**src/rtl/wb_mem_arbiter.sv**
```systemverilog
// Round-robin Wishbone B3 arbiter sharing one memory slave port between NUM_MASTERS masters.
// Optional bus watchdog enabled by defining WB_ARB_TIMEOUT_EN (adds the timeout_o port).
module wb_mem_arbiter #(
    parameter int NUM_MASTERS = 3,
    parameter int AW          = 32,
    parameter int DW          = 32,
    parameter int TIMEOUT     = 256
) (
    input  logic                          wb_clk_i,
    input  logic                          wb_rst_i,
    input  logic [NUM_MASTERS*AW-1:0]     m_adr_i,
    input  logic [NUM_MASTERS*DW-1:0]     m_dat_i,
    input  logic [NUM_MASTERS*(DW/8)-1:0] m_sel_i,
    input  logic [NUM_MASTERS-1:0]        m_we_i,
    input  logic [NUM_MASTERS-1:0]        m_cyc_i,
    input  logic [NUM_MASTERS-1:0]        m_stb_i,
    input  logic [NUM_MASTERS*3-1:0]      m_cti_i,
    input  logic [NUM_MASTERS*2-1:0]      m_bte_i,
    output logic [DW-1:0]                 m_dat_o,
    output logic [NUM_MASTERS-1:0]        m_ack_o,
    output logic [NUM_MASTERS-1:0]        m_err_o,
    output logic [NUM_MASTERS-1:0]        m_rty_o,
    output logic [AW-1:0]                 s_adr_o,
    output logic [DW-1:0]                 s_dat_o,
    output logic [DW/8-1:0]               s_sel_o,
    output logic                          s_we_o,
    output logic                          s_cyc_o,
    output logic                          s_stb_o,
    output logic [2:0]                    s_cti_o,
    output logic [1:0]                    s_bte_o,
    input  logic [DW-1:0]                 s_dat_i,
    input  logic                          s_ack_i,
    input  logic                          s_err_i,
    input  logic                          s_rty_i,
`ifdef WB_ARB_TIMEOUT_EN
    output logic                          timeout_o,
`endif
    output logic [NUM_MASTERS-1:0]        grant_o
);

    localparam int SW = DW / 8;
    localparam int LW = $clog2(NUM_MASTERS);

    generate
        if (NUM_MASTERS < 2 || NUM_MASTERS > 8 || (DW % 8) != 0 || TIMEOUT < 2) begin : g_param_check
            $error("wb_mem_arbiter: illegal parameter combination");
        end
    endgenerate

    typedef enum logic [1:0] {
        IDLE  = 2'd0,
        BUSY  = 2'd1,
        ABORT = 2'd2
    } state_t;

    state_t                   state_q, state_d;
    logic [NUM_MASTERS-1:0]   grant_q, grant_d;
    logic [LW-1:0]            last_q, last_d;

    logic [NUM_MASTERS-1:0]   pick_oh;
    logic [LW-1:0]            pick_idx;
    int                       idx;

    logic [AW-1:0]            g_adr;
    logic [DW-1:0]            g_dat;
    logic [SW-1:0]            g_sel;
    logic                     g_we;
    logic                     g_cyc;
    logic                     g_stb;
    logic [2:0]               g_cti;
    logic [1:0]               g_bte;

    logic                     term;

    assign term    = s_ack_i | s_err_i | s_rty_i;
    assign m_dat_o = s_dat_i;
    assign grant_o = grant_q;

    // Round-robin pick: scan downward so the requester nearest after last_q wins.
    always_comb begin
        pick_oh  = '0;
        pick_idx = last_q;
        idx      = 0;
        for (int i = NUM_MASTERS; i >= 1; i--) begin
            idx = (int'(last_q) + i) % NUM_MASTERS;
            if (m_cyc_i[idx[LW-1:0]]) begin
                pick_oh              = '0;
                pick_oh[idx[LW-1:0]] = 1'b1;
                pick_idx             = idx[LW-1:0];
            end
        end
    end

    // AND-OR mux of the granted master; an empty grant yields all zeros.
    always_comb begin
        g_adr = '0;
        g_dat = '0;
        g_sel = '0;
        g_we  = 1'b0;
        g_cyc = 1'b0;
        g_stb = 1'b0;
        g_cti = '0;
        g_bte = '0;
        for (int n = 0; n < NUM_MASTERS; n++) begin
            if (grant_q[n]) begin
                g_adr = g_adr | m_adr_i[n*AW +: AW];
                g_dat = g_dat | m_dat_i[n*DW +: DW];
                g_sel = g_sel | m_sel_i[n*SW +: SW];
                g_we  = g_we  | m_we_i[n];
                g_cyc = g_cyc | m_cyc_i[n];
                g_stb = g_stb | m_stb_i[n];
                g_cti = g_cti | m_cti_i[n*3 +: 3];
                g_bte = g_bte | m_bte_i[n*2 +: 2];
            end
        end
    end

`ifdef WB_ARB_TIMEOUT_EN
    localparam int CW = (TIMEOUT > 2) ? $clog2(TIMEOUT) : 1;

    logic [CW-1:0] cnt_q, cnt_d;
    logic          tmo_hit;

    assign tmo_hit = (state_q == BUSY) && g_cyc && g_stb && !term &&
                     (cnt_q == CW'(TIMEOUT - 1));

    // Counts stalled strobe cycles; holds while the master idles its strobe.
    always_comb begin
        cnt_d = '0;
        if (state_q == BUSY && g_cyc && !term) begin
            cnt_d = g_stb ? cnt_q + 1'b1 : cnt_q;
        end
    end

    always_ff @(posedge wb_clk_i) begin
        if (wb_rst_i) begin
            cnt_q <= '0;
        end else begin
            cnt_q <= cnt_d;
        end
    end
`endif

    always_comb begin
        state_d = state_q;
        grant_d = grant_q;
        last_d  = last_q;
        case (state_q)
            IDLE: begin
                grant_d = '0;
                if (|m_cyc_i) begin
                    grant_d = pick_oh;
                    last_d  = pick_idx;
                    state_d = BUSY;
                end
            end
            BUSY: begin
                if (!g_cyc) begin
                    grant_d = '0;
                    state_d = IDLE;
                end
`ifdef WB_ARB_TIMEOUT_EN
                else if (tmo_hit) begin
                    state_d = ABORT;
                end
`endif
            end
            ABORT: begin
                grant_d = '0;
                state_d = IDLE;
            end
            default: begin
                grant_d = '0;
                state_d = IDLE;
            end
        endcase
    end

    always_comb begin
        s_adr_o = '0;
        s_dat_o = '0;
        s_sel_o = '0;
        s_we_o  = 1'b0;
        s_cyc_o = 1'b0;
        s_stb_o = 1'b0;
        s_cti_o = '0;
        s_bte_o = '0;
        m_ack_o = '0;
        m_err_o = '0;
        m_rty_o = '0;
`ifdef WB_ARB_TIMEOUT_EN
        timeout_o = 1'b0;
`endif
        if (state_q == BUSY) begin
            s_adr_o = g_adr;
            s_dat_o = g_dat;
            s_sel_o = g_sel;
            s_we_o  = g_we;
            s_cyc_o = g_cyc;
            s_stb_o = g_stb & g_cyc;
            s_cti_o = g_cti;
            s_bte_o = g_bte;
            // Terminations are suppressed during reset so an aborted cycle never completes.
            if (!wb_rst_i) begin
                m_ack_o = grant_q & {NUM_MASTERS{s_ack_i}};
                m_err_o = grant_q & {NUM_MASTERS{s_err_i}};
                m_rty_o = grant_q & {NUM_MASTERS{s_rty_i}};
            end
        end
`ifdef WB_ARB_TIMEOUT_EN
        if (state_q == ABORT && !wb_rst_i) begin
            m_err_o   = grant_q;
            timeout_o = 1'b1;
        end
`endif
    end

    always_ff @(posedge wb_clk_i) begin
        if (wb_rst_i) begin
            state_q <= IDLE;
            grant_q <= '0;
            last_q  <= LW'(NUM_MASTERS - 1);
        end else begin
            state_q <= state_d;
            grant_q <= grant_d;
            last_q  <= last_d;
        end
    end

endmodule
```
**config.mk**
```make
export PLATFORM = sky130hd
export DESIGN_NAME = wb_mem_arbiter
export DESIGN_NICKNAME = d
export VERILOG_FILES = /design/src/rtl/wb_mem_arbiter.sv
export SDC_FILE = /design/constraint.sdc
export NUM_CORES = 1
export LEC_CHECK = 0
export CAP_MARGIN = 20
export CORE_AREA = 4 4 148 150
export DETAILED_ROUTE_END_ITERATION = 7
export DIE_AREA = 0 0 152 154
export PLACE_DENSITY_LB_ADDON = 0.3
export SYNTH_ARGS = -nofsm -noshare
export SYNTH_HDL_FRONTEND = slang
export SYNTH_SLANG_ARGS = --single-unit
```
**constraint.sdc**
```tcl
create_clock -name wb_clk_i -period 5.1 [get_ports wb_clk_i]
set_clock_uncertainty 0.1 [all_clocks]
set_input_delay 0.765 -clock wb_clk_i [delete_from_list [all_inputs] [get_ports wb_clk_i]]
set_output_delay 0.765 -clock wb_clk_i [all_outputs]
set_load 0.05 [all_outputs]
```
---- After elaboration in Yosys (flattened, before gate mapping) ----
Cells that the tools add are included.
operators by class
  $add $sub $neg .......................... 3
  $mul .................................... 0
  div/mod/pow operators ................... 3
  magnitude comparators ................... 6
  eq/ne operators ......................... 3
  shift-type cells ........................ 0
  mux-type cells .......................... 62
  bitwise operators ....................... 20
  reduce and logical (&&, ||, !) cells .... 8
operator list
  kind                                                                                 count
  32-bit 2-to-1 mux                                                                    8
  32-bit bitwise OR                                                                    4
  32-bit by 3-bit remainder unit with 32-bit output, second input constant             3
  3-bit 2-to-1 mux                                                                     15
  1-bit 2-to-1 mux                                                                     18
  2-bit 2-to-1 mux                                                                     9
  4-bit 2-to-1 mux                                                                     4
  3-bit bitwise AND                                                                    3
  2-bit by 3-bit < comparator with 1-bit output, second input constant                 3
  4-bit bitwise OR                                                                     2
  2-bit by 2-bit adder with 3-bit output, second input constant                        2
  1-bit binary-select mux with 2-bit select                                            3
  1-bit demux with 2-bit select                                                        3
  2-bit by 1-bit greater-or-equal comparator with 1-bit output, second input constant  3
  1-bit bitwise OR                                                                     6
  3-bit bitwise OR                                                                     2
  3-bit one-hot mux with 2 select lines                                                1
  2-bit != test, second input constant                                                 2
  2-bit bitwise OR                                                                     2
  2-bit one-hot mux with 2 select lines                                                1
  2-bit by 1-bit adder with 3-bit output, second input constant                        1
  1-bit logical AND                                                                    3
  3-bit AND reduction                                                                  1
  3-bit nonzero test                                                                   1
  5 further kinds                                                                      5
word-level totals
  flip-flop bits (word level) ............. 7
  bits in latches ......................... 0
  bits in writable memories ............... 0
  ROM bits ................................ 0
  output and inout bits ................... 120
  logic and storage cells ................. 108
  memories kept ........................... 0

---- Depth between registers and ports, before layout ----
Gate-level depths: netlist (run 1).
  word-level depth ........................ 11
  gate-level depth with buffers ........... 8
  depth with buffers taken out ............ 7

---- Worst setup path before layout (run 1) ----
No wires, ideal clock.
  path type ............................... register -> output
  start point ............................. register grant_q[2], in the netlist grant_o[2]
  end point ............................... output s_adr_o[23]
  data arrival time ....................... 2.120 ns
  data required time ...................... 4.235 ns
  slack ................................... 2.115 ns
  stages on the path, launching flop included .. 6
  path buffers ............................ 3
  path through ............................ dfxtp_1 -> buf_2 -> buf_2 -> buf_1 -> a222oi_1 -> nor2b_1
between the ends
  cells in the longest elaborated chain, start to end .. 2
ends and longest elaborated chain
  element                 line  RTL
  start, declared         57    logic [NUM_MASTERS-1:0] grant_q, grant_d;
  start signal, assigned  225   grant_q <= grant_d;
  32-bit 2-to-1 mux       105   if (grant_q[n]) begin
  32-bit 2-to-1 mux       194   if (state_q == BUSY) begin
  end, declared           23    output logic [AW-1:0] s_adr_o,
No other way between the ends.

---- Final worst setup path (run 1) ----
  start point ............................. input m_cyc_i[0]
  end point ............................... output s_stb_o
between the ends
  cells in the longest elaborated chain, start to end .. 7
ends and longest elaborated chain
  element              line  RTL
  start, declared      15    input logic [NUM_MASTERS-1:0] m_cyc_i,
  1-bit 2-to-1 mux *   105
  1-bit bitwise OR     110   g_cyc = g_cyc | m_cyc_i[n];
  1-bit 2-to-1 mux *   105
  1-bit bitwise OR     110
  1-bit 2-to-1 mux *   105
  1-bit bitwise AND *  200   s_stb_o = g_stb & g_cyc;
  1-bit 2-to-1 mux *   194
  end, declared        28    output logic s_stb_o,
Every way passes the cells marked *; elsewhere a longest branch is shown, timed or not.

==> results of run 1 <==
==> placed cells by master, fill, tap and decap left out <==
master,netlist,layout
o31a_1,1,1
inv_2,1,1
nand4_1,1,1
inv_1,5,5
buf_12,0,1
a22o_1,1,1
o221a_1,1,1
dfxtp_2,0,4
clkbuf_16,0,3
nor3_1,4,4
nand2b_1,3,3
nand2_1,12,12
buf_4,32,4
nor3b_2,1,1
o211ai_1,1,1
o21a_1,1,1
o21ai_0,2,2
mux2i_2,1,1
a222oi_1,76,76
or2_2,1,1
o21ai_1,2,2
mux2_4,1,1
nor2_1,17,17
a21oi_1,4,4
mux2i_1,2,2
o22a_1,1,1
nand3b_1,3,3
clkdlybuf4s50_1,0,320
o21ai_2,3,3
dfxtp_1,6,2
ha_1,4,4
diode_2,0,1
o22ai_1,1,1
a31oi_1,3,3
nor2b_1,76,76
==> state kept, by name (all words and copies together), names as in the netlist <==
register  cells
grant_o       3
state_q       1
last_q        2
==> power breakdown <==
| part | switching, mW | internal, mW | total [mW] |
|---|---|---|---|
| combinational | 0.840 | 0.659 | 1.50 |
| clock | 0.0267 | 0.101 | 0.127 |
| sequential | 0.0992 | 0.0657 | 0.165 |
==> synthesized netlist by cell type <==
| cell | instances | area share [%] |
|---|---|---|
| o221a_1 | 1 | 0.50 |
| o31a_1 | 1 | 0.39 |
| a22o_1 | 1 | 0.39 |
| nand2b_1 | 3 | 0.83 |
| mux2_4 | 1 | 0.66 |
| nand2_1 | 12 | 2.0 |
| o21ai_1 | 2 | 0.44 |
| o22a_1 | 1 | 0.39 |
| a21oi_1 | 4 | 0.89 |
| buf_4 | 32 | 11 |
| nand4_1 | 1 | 0.28 |
| mux2i_1 | 2 | 0.89 |
| buf_6 | 4 | 2.0 |
| buf_1 | 3 | 0.50 |
| ha_1 | 4 | 2.2 |
| inv_1 | 5 | 0.83 |
| a222oi_1 | 76 | 34 |
| nor3_1 | 4 | 0.89 |
| o21ai_2 | 3 | 1.2 |
| nor2_1 | 17 | 2.8 |
| nand3b_1 | 3 | 1.0 |
| a31oi_1 | 3 | 0.83 |
| inv_2 | 1 | 0.17 |
| mux2i_2 | 1 | 0.61 |
| nor2b_1 | 76 | 21 |
| clkbuf_1 | 20 | 3.3 |
| o21a_1 | 1 | 0.33 |
| or2_2 | 1 | 0.28 |
| o211ai_1 | 1 | 0.33 |
| o21ai_0 | 2 | 0.44 |
| o22ai_1 | 1 | 0.28 |
| dfxtp_1 | 6 | 5.3 |
| nor3b_2 | 1 | 0.55 |
| buf_2 | 14 | 3.1 |
==> critical path, delay by kind of cell <==
kind | cells | cell delay (ps)
compound gates | 1 | 610
buf+inv | 2 | 1310
simple gates | 2 | 330
==> worst max-delay path by stage <==
stage,start,endpoint,slack (ps),cells after the start
global placement,m_cyc_i[0],s_stb_o,1270,5
finish,m_cyc_i[0],s_stb_o,1210,5
detailed placement,m_cyc_i[0],s_stb_o,1210,5
CTS,m_cyc_i[0],s_stb_o,1190,5
global route,m_cyc_i[0],s_stb_o,1150,5
floorplan,grant_o[2],s_adr_o[23],2120,5
==> kinds of logic (layout without fill, tap and decap cells) <==
group | count (synthesis) | in the layout
simple gates | 118 | 118
compound gates | 97 | 97
buf+inv | 79 | 334
flops | 6 | 6
fa+ha+maj | 4 | 4
mux | 4 | 4
other cells | 0 | 1
==> through the flow <==
step | instances | hold slack [ps]
after CTS | 838 | 436
after global routing | 839 | 451
after global placement | 835 | 422
after detailed placement | 835 | 432
final | 839 | 443
after floorplan | 308 | 401
==> layout make-up <==
class	instances	area [µm²]
diodes	1	2.50
fillers	2224	15200
flip-flops and latches	6	125
repair buffers	325	3250
clock buffers	3	75.1
multi-input cells	223	1670
inverters	6	22.5
well taps	275	344
==> routing by layer <==
| layer | track usage, % | up-vias |
|---|---|---|
| met2 | 23.2 | 242 |
| met1 | 14.6 | 1809 |
| met4 | 2.78 | 2 |
| li1 | - | 1713 |
| met3 | 3.24 | 29 |
| met5 | 0 | - |
==> impl_metrics.py, run 1 <==
metrics = {
    "detailed_routing": {
        "top_layer": "met5",
        "wl_per_cell_um": 19.6,
        "met3_length_um": 1330,
        "vias": 3795,
        "drc": 7,
        "wl_met2_um": 8630,
        "post_drt_via_cell_ratio": 4.52,
        "ant_nets": 0,
        "wl_met1_um": 6120,
        "wl_um": 16400,
        "first_pass_iters": 8,
        "drt-initial-drc-count": 456,
    },
    "placement": {
        "place_area_mm2": 0.00542,
        "hpwl_um": 13400,
        "pre_cts_ws_ps": 1210,
        "place.gp.congestion": 0.932,
        "portBuffers": 320,
    },
    "logic_synthesis": {
        "syn_avg_cell_area_um2": 7.33,
        "synth_warnings": 0,
        "synth_top_family_by_area": "compound AO/OA/AOI/OAI gates",
        "yosysSeqAreaShare_pct": 5.32,
        "synth-simple-area-share_pct": 29.7,
        "netlist_area_mm2": 0.00226,
        "syn_inst": 308,
        "synth_seq_cells": 6,
        "synthXorXnorAreaFrac_pct": 0,
        "synth-adder-area-share_pct": 2.22,
        "synth.area.mux_share_pct": 2.16,
        "synth_compound_area_share_pct": 40.1,
        "syn_nets": 577,
        "ys_types": 34,
    },
    "critical_path": {
        "cp.required_ps": 4240,
        "max_stage_delay_ps": 740,
        "path_cells": "clkdlybuf4s50_1 -> a222oi_1 -> nand2b_1 -> nor2_1 -> clkdlybuf4s50_1",
        "r2r_end": "last_q[1]",
        "cp_max_fo": 9,
        "reg2regPathDepth": 7,
        "crit_arrival_ps": 3020,
        "critical_path_class": "input port to primary output",
        "rrSetupSlack_ps": 2800,
        "timing.rr.start": "last_q[0]",
        "startpoint_type": "input port",
        "crit_top_cell": "clkdlybuf4s50_1",
        "end_kind": "primary output",
        "crit_slowest_cell": "clkdlybuf4s50_1",
    },
    "cts": {
        "cts_setup_buffers": 0,
        "numCtsBuffers": 3,
        "cts_resized": 0,
        "postCtsHoldBufs": 0,
        "cts_tree": "built",
        "cts_buffer_depth": 2,
        "clock_latency_ps": 230,
        "cts_sinks": 6,
        "clk_pin_slew_ps": 30,
        "root_buffer": "clkbuf_16",
        "htree_levels": 1,
    },
    "timing": {
        "max_freq_mhz": 257,
        "fin_tns_setup_ps": 0,
        "rsz0062_at_grt": "false",
        "maxSlewHeadroom_pct": 35.5,
        "setup_viol": 0,
        "min_period_over_period_pct": 76.3,
        "tightest_slew_ps": 967,
        "setup_ws_ps": 1210,
        "period_needed_ps": 3890,
        "hold_violations": 0,
        "slew_violations": 0,
    },
    "worst_hold_path": {
        "holdCritStartpoint": "last_q[0]",
        "min_to": "last_q[0]",
        "hold_depth": 2,
        "worstHoldPathType": "flop to flop",
    },
    "final_layout": {
        "final_nets": 834,
        "synthToLayoutAreaGrowth_pct": 143,
        "final_util_pct": 26.6,
        "stdcell_area_mm2": 0.00550,
        "layout-drive-gt1-share_pct": 3.55,
    },
    "run_status": {
        "violations": "design-rule violations",
        "status": "complete, but fails checks",
    },
    "job": {
        "maxCapViolCount": 0,
    },
    "power": {
        "ir_drop_mv": 0.302,
        "total_power_mw": 1.79,
        "p_per_area_mw_per_mm2": 326,
        "total_leakage_power_nw": 1.73,
    },
    "global_route": {
        "grtUsageTotal_pct": 12.6,
        "antenna_found_initial": 2,
        "grt_pass1_wl_um": 23900,
        "grt_max_degree": 46,
        "grt_pass1_vias": 3814,
        "grt_overflow": 0,
    },
    "floorplan": {
        "pin_count": 385,
        "start_util_pct": 10.9,
        "rows": 53,
        "core_mm2": 0.0207,
        "die_h_um": 154,
        "die_x_um": 152,
        "die-area_mm2": 0.0234,
    },
}
Power figures use the tool's default switching activity.
==> inputs of run 2 (changes only) <==
CORE_AREA = 4 4 146 148   (was 4 4 148 150)
DIE_AREA = 0 0 150 152   (was 0 0 152 154)
clock period = 3.8 ns   (was 5.1 ns; I/O delays follow)
==> impl_metrics.py, run 2 (same netlist as run 1, synthesis figures left out) <==
metrics = {
    "run_status": {
        "status": "complete, but fails checks",
        "violations": "design-rule violations",
    },
    "cts": {
        "postCtsHoldBufs": 0,
        "cts_sinks": 6,
        "numCtsBuffers": 3,
        "clk_pin_slew_ps": 30,
        "cts_buffer_depth": 2,
        "root_buffer": "clkbuf_16",
        "htree_levels": 1,
        "cts_tree": "built",
        "clock_latency_ps": 230,
        "cts_setup_buffers": 0,
        "cts_resized": 0,
    },
    "global_route": {
        "grt_pass1_wl_um": 24400,
        "grt_pass1_vias": 3870,
        "antenna_found_initial": 0,
        "grtUsageTotal_pct": 13.5,
        "grt_max_degree": 47,
        "grt_overflow": 0,
    },
    "floorplan": {
        "die_x_um": 150,
        "rows": 52,
        "pin_count": 385,
        "die_h_um": 152,
        "die-area_mm2": 0.0228,
        "core_mm2": 0.0200,
        "start_util_pct": 11.3,
    },
    "critical_path": {
        "r2r_end": "last_q[1]",
        "critical_path_class": "input port to primary output",
        "reg2regPathDepth": 7,
        "crit_arrival_ps": 2730,
        "startpoint_type": "input port",
        "path_cells": "clkdlybuf4s50_1 -> a222oi_1 -> nand2b_1 -> nor2_1 -> clkdlybuf4s50_1",
        "crit_top_cell": "clkdlybuf4s50_1",
        "cp.required_ps": 3130,
        "cp_max_fo": 9,
        "crit_slowest_cell": "clkdlybuf4s50_1",
        "end_kind": "primary output",
        "timing.rr.start": "last_q[0]",
        "max_stage_delay_ps": 710,
        "rrSetupSlack_ps": 1520,
    },
    "timing": {
        "setup_ws_ps": 402,
        "tightest_slew_ps": 639,
        "min_period_over_period_pct": 89.4,
        "hold_violations": 0,
        "slew_violations": 0,
        "maxSlewHeadroom_pct": 57.3,
        "setup_viol": 0,
        "fin_tns_setup_ps": 0,
        "max_freq_mhz": 294,
        "rsz0062_at_grt": "false",
        "period_needed_ps": 3400,
    },
    "detailed_routing": {
        "wl_um": 17400,
        "ant_nets": 0,
        "vias": 3781,
        "drt-initial-drc-count": 410,
        "drc": 15,
        "first_pass_iters": 8,
        "wl_per_cell_um": 20.9,
        "post_drt_via_cell_ratio": 4.52,
    },
    "final_layout": {
        "final_util_pct": 27.6,
        "largest_reg_flops": 3,
        "instances_no_fill": 836,
        "final_nets": 837,
        "synthToLayoutAreaGrowth_pct": 145,
        "layout_common_cells": "clkdlybuf4s50_1, a222oi_1, nor2b_1",
        "layout-drive-gt1-share_pct": 4.06,
        "fillers": 2181,
        "stdcell_area_mm2": 0.00552,
        "antenna_cells": 0,
        "final_common_cell": "clkdlybuf4s50_1",
    },
    "placement": {
        "place_area_mm2": 0.00545,
        "dpl.cell_count": 833,
        "portBuffers": 320,
        "pre_cts_ws_ps": 369,
        "hpwl_um": 14200,
        "place.gp.congestion": 0.838,
    },
    "power": {
        "ir_drop_mv": 0.493,
        "total_leakage_power_nw": 1.75,
        "p_per_area_mw_per_mm2": 443,
    },
    "job": {
        "maxCapViolCount": 0,
    },
    "worst_hold_path": {
        "hold_depth": 2,
        "worstHoldPathType": "flop to flop",
        "holdCritStartpoint": "last_q[0]",
        "min_to": "last_q[0]",
    },
}
-- run 2: area by class of cell --
class / count / area, µm² / share of cell area (%)
Timing Repair Buffer: 328 / 3290 / 59.5
Multi-Input combinational cell: 223 / 1670 / 30.3
Tap cell: 270 / 338 / 6.12
Sequential cell: 6 / 125 / 2.27
Clock buffer: 3 / 75.1 / 1.36
Inverter: 6 / 22.5 / 0.408
-- run 2: power breakdown --
group	internal [mW]	switching (mW)
clock	0.135	0.0346
combinational	0.901	1.24
sequential	0.0885	0.0460
-- run 2: worst max-delay path, delay by kind of cell --
family	cells	cell delay (ps)
compound gates	1	550
simple gates	2	340
buf+inv	2	1270
-- run 2: worst max path at each step --
| stage | to | slack, ps | start | cells after the start |
|---|---|---|---|---|
| floorplan | s_adr_o[23] | 1010 | grant_o[2] | 5 |
| global placement | s_stb_o | 360 | m_cyc_i[0] | 5 |
| detailed placement | s_stb_o | 370 | m_cyc_i[0] | 5 |
| CTS | s_stb_o | 360 | m_cyc_i[0] | 5 |
| global route | s_stb_o | 230 | m_cyc_i[0] | 5 |
| finish | s_stb_o | 400 | m_cyc_i[0] | 5 |
-- run 2: layer usage --
| layer | vias to the layer above | GRT usage [%] | routed length [µm] |
|---|---|---|---|
| met5 | - | 0 | 0 |
| met4 | 0 | 2.57 | 335 |
| met3 | 20 | 3.52 | 1900 |
| met2 | 232 | 24.7 | 8870 |
| met1 | 1814 | 15.6 | 6330 |
| li1 | 1715 | - | - |
-- run 2: stage by stage --
stage | power (mW) | hold WS (ps)
2_1_floorplan | 1.60 | 401
3_3_place_gp | 2.26 | 419
3_5_place_dp | 2.28 | 433
4_1_cts | 2.46 | 440
5_1_grt | 2.60 | 492
6_report | 2.45 | 433
==> inputs of run 3 (changes only) <==
CAP_MARGIN = 15   (was 20)
SLEW_MARGIN = 40   (was default)
==> results of run 3 <==
Final layout, timing and power as in run 2 (identical DEF).
==> variant: new RTL, flow settings as in run 2 <==
The parameter `DW` goes from 32 to 16.
--- a/src/rtl/wb_mem_arbiter.sv
+++ b/src/rtl/wb_mem_arbiter.sv
@@ -3,7 +3,7 @@
 module wb_mem_arbiter #(
     parameter int NUM_MASTERS = 3,
     parameter int AW          = 32,
-    parameter int DW          = 32,
+    parameter int DW          = 16,
     parameter int TIMEOUT     = 256
 ) (
     input  logic                          wb_clk_i,
Interface: changed (6 resized); port bits go from 385 to 281. The function was not compared with the original's and may differ.
==> variant against run 2 <==
Cell count shrank 12%. Total power is 8.3% lower. Wire length is 30% lower. Sequential power down 3%. Setup slack gained 68 ps. Sequential cell count unchanged. Die area did not move. Largest cell class unchanged. Area after synthesis decreased by 17%. Hold slack improved by 23 ps. Via count decreased by 20%. Design area down 17%. Sequential share of layout area is 0.46 points higher.
==> variant: results (changes against run 2) <==
For the number of cells in the design after placement, the log shows 733 (-12%). The share of cells above drive strength 1 was 5.150% (+1.1 points); the sequential element share of the synthesized area was 6.439% (+1.1 points). For the number of antenna violations at the first check in global routing, the log shows 1 (+1). The count of different cell masters after synthesis is 38 (+12%), and the final weighted congestion of routability-driven global placement is 0.7875 (-6.0%).

The count of port buffers added during placement was 248 (-23%). For hold timing, the worst endpoint is last_q[1]. The final layout net count was 667 (-20%); the reg2reg setup slack was 1450 ps (-70 ps). The tools report the pin count of the biggest net entering global routing as 35 (-26%).

The slew at the pin closest to its max-slew limit came out at 557.9 ps (-80.75 ps). The number of global-route vias before repair was 3101 (-20%). The run gives 736 (-12%) as the filler-free cell count of the finished design. The timing-limited maximum frequency is 0.3003 GHz (+2.1%). The worst-case vdd ir drop is 0.1723 mV (-65%).

The tools report the worst setup slack after placement as 468.3 ps (+99.38 ps). The tools report the DRC marker count from the first detailed-route iteration as 371 (-9.5%). The startpoint identified for the worst hold timing path is last_q[1]. The number of nets in the synthesized netlist is 455 (-21%). Sorting the synthesized cells by area gives the leading types as a222oi_1 31%, nor2b_1 19%, buf_4 7.2%. Sorting the synthesized cells by how often they occur yields 58 x a222oi_1, 57 x nor2b_1, 22 x clkbuf_1.

The synthesized area per cell works out to 7.287 um2 (-0.62%). Global-route usage over all layers: 9.546% (-3.9 points). The data arrival time of the worst path was 2660 ps (-70 ps). The minimum hold slack was 455.6 ps (+22.55 ps). The via count normalized by instance count is 4.121 (-8.9%), and the static power due to leakage is 0.001455 uW (-17%). The total half-perimeter wirelength after legalization and detailed placement was 9.866 mm (-30%); the first-pass GRT wire length was 17.61 mm (-28%). The flow ran to the end, and the final reports show no timing, DRC or antenna violations.
-- variant: cell types whose count changed in the layout (fill, tap and decap cells not counted), moves of 5 or more --
cell,run 2,this run
a222oi_1,76,58
nand2_1,12,6
nor2b_1,76,57
buf_4,6,11
nand2b_1,3,9
clkdlybuf4s50_1,320,248
-- variant: cell families (layout without fill, tap and decap cells) --
logic type               Yosys count  count (layout)  share of synthesized area, %
flip-flops                         6               6                         6.439
adder cells (fa/ha/maj)            4               4                         2.683
multiplexers                       6               6                         3.286
AND/OR/NAND/NOR                   99              99                         30.18
AO/OA/AOI/OAI                     83              83                         41.25
buffers and inverters             58             268                         16.16
-- variant: area by class of cell --
| class | count | area [um2] |
|---|---|---|
| fillers | 2224 | 15450 |
| flip-flops and latches | 6 | 125.1 |
| inverters | 5 | 18.77 |
| well taps | 270 | 337.8 |
| clock buffers | 3 | 75.07 |
| multi-input cells | 192 | 1444 |
| repair buffers | 260 | 2585 |
-- variant: critical path, stage by stage --
cell and delay (ps):
clkdlybuf4s50_1 420, a222oi_1 480, buf_4 210, nand2b_1 200, nor2_1 70, clkdlybuf4s50_1 710
-- variant: metrics by stage --
step / total power (uW) / cell area (um2)
2_1_floorplan: 1466 / 1866
3_3_place_gp: 2078 / 4511
3_5_place_dp: 2097 / 4511
4_1_cts: 2271 / 4586
5_1_grt: 2392 / 4586
6_report: 2243 / 4586
-- variant: power by group --
group / switching (uW) / internal (uW) / leakage, uW
clock: 31.3 / 135 / 0.0000370
sequential: 37.8 / 91.7 / 0.0000510
combinational: 1130 / 815 / 0.00137
-- variant: per-layer routing --
metal	track usage (%)	part of all wire [%]
met1	11.08	39
met2	17.68	50
met3	2.830	9.9
met4	1.046	1.1
met5	0	0.11
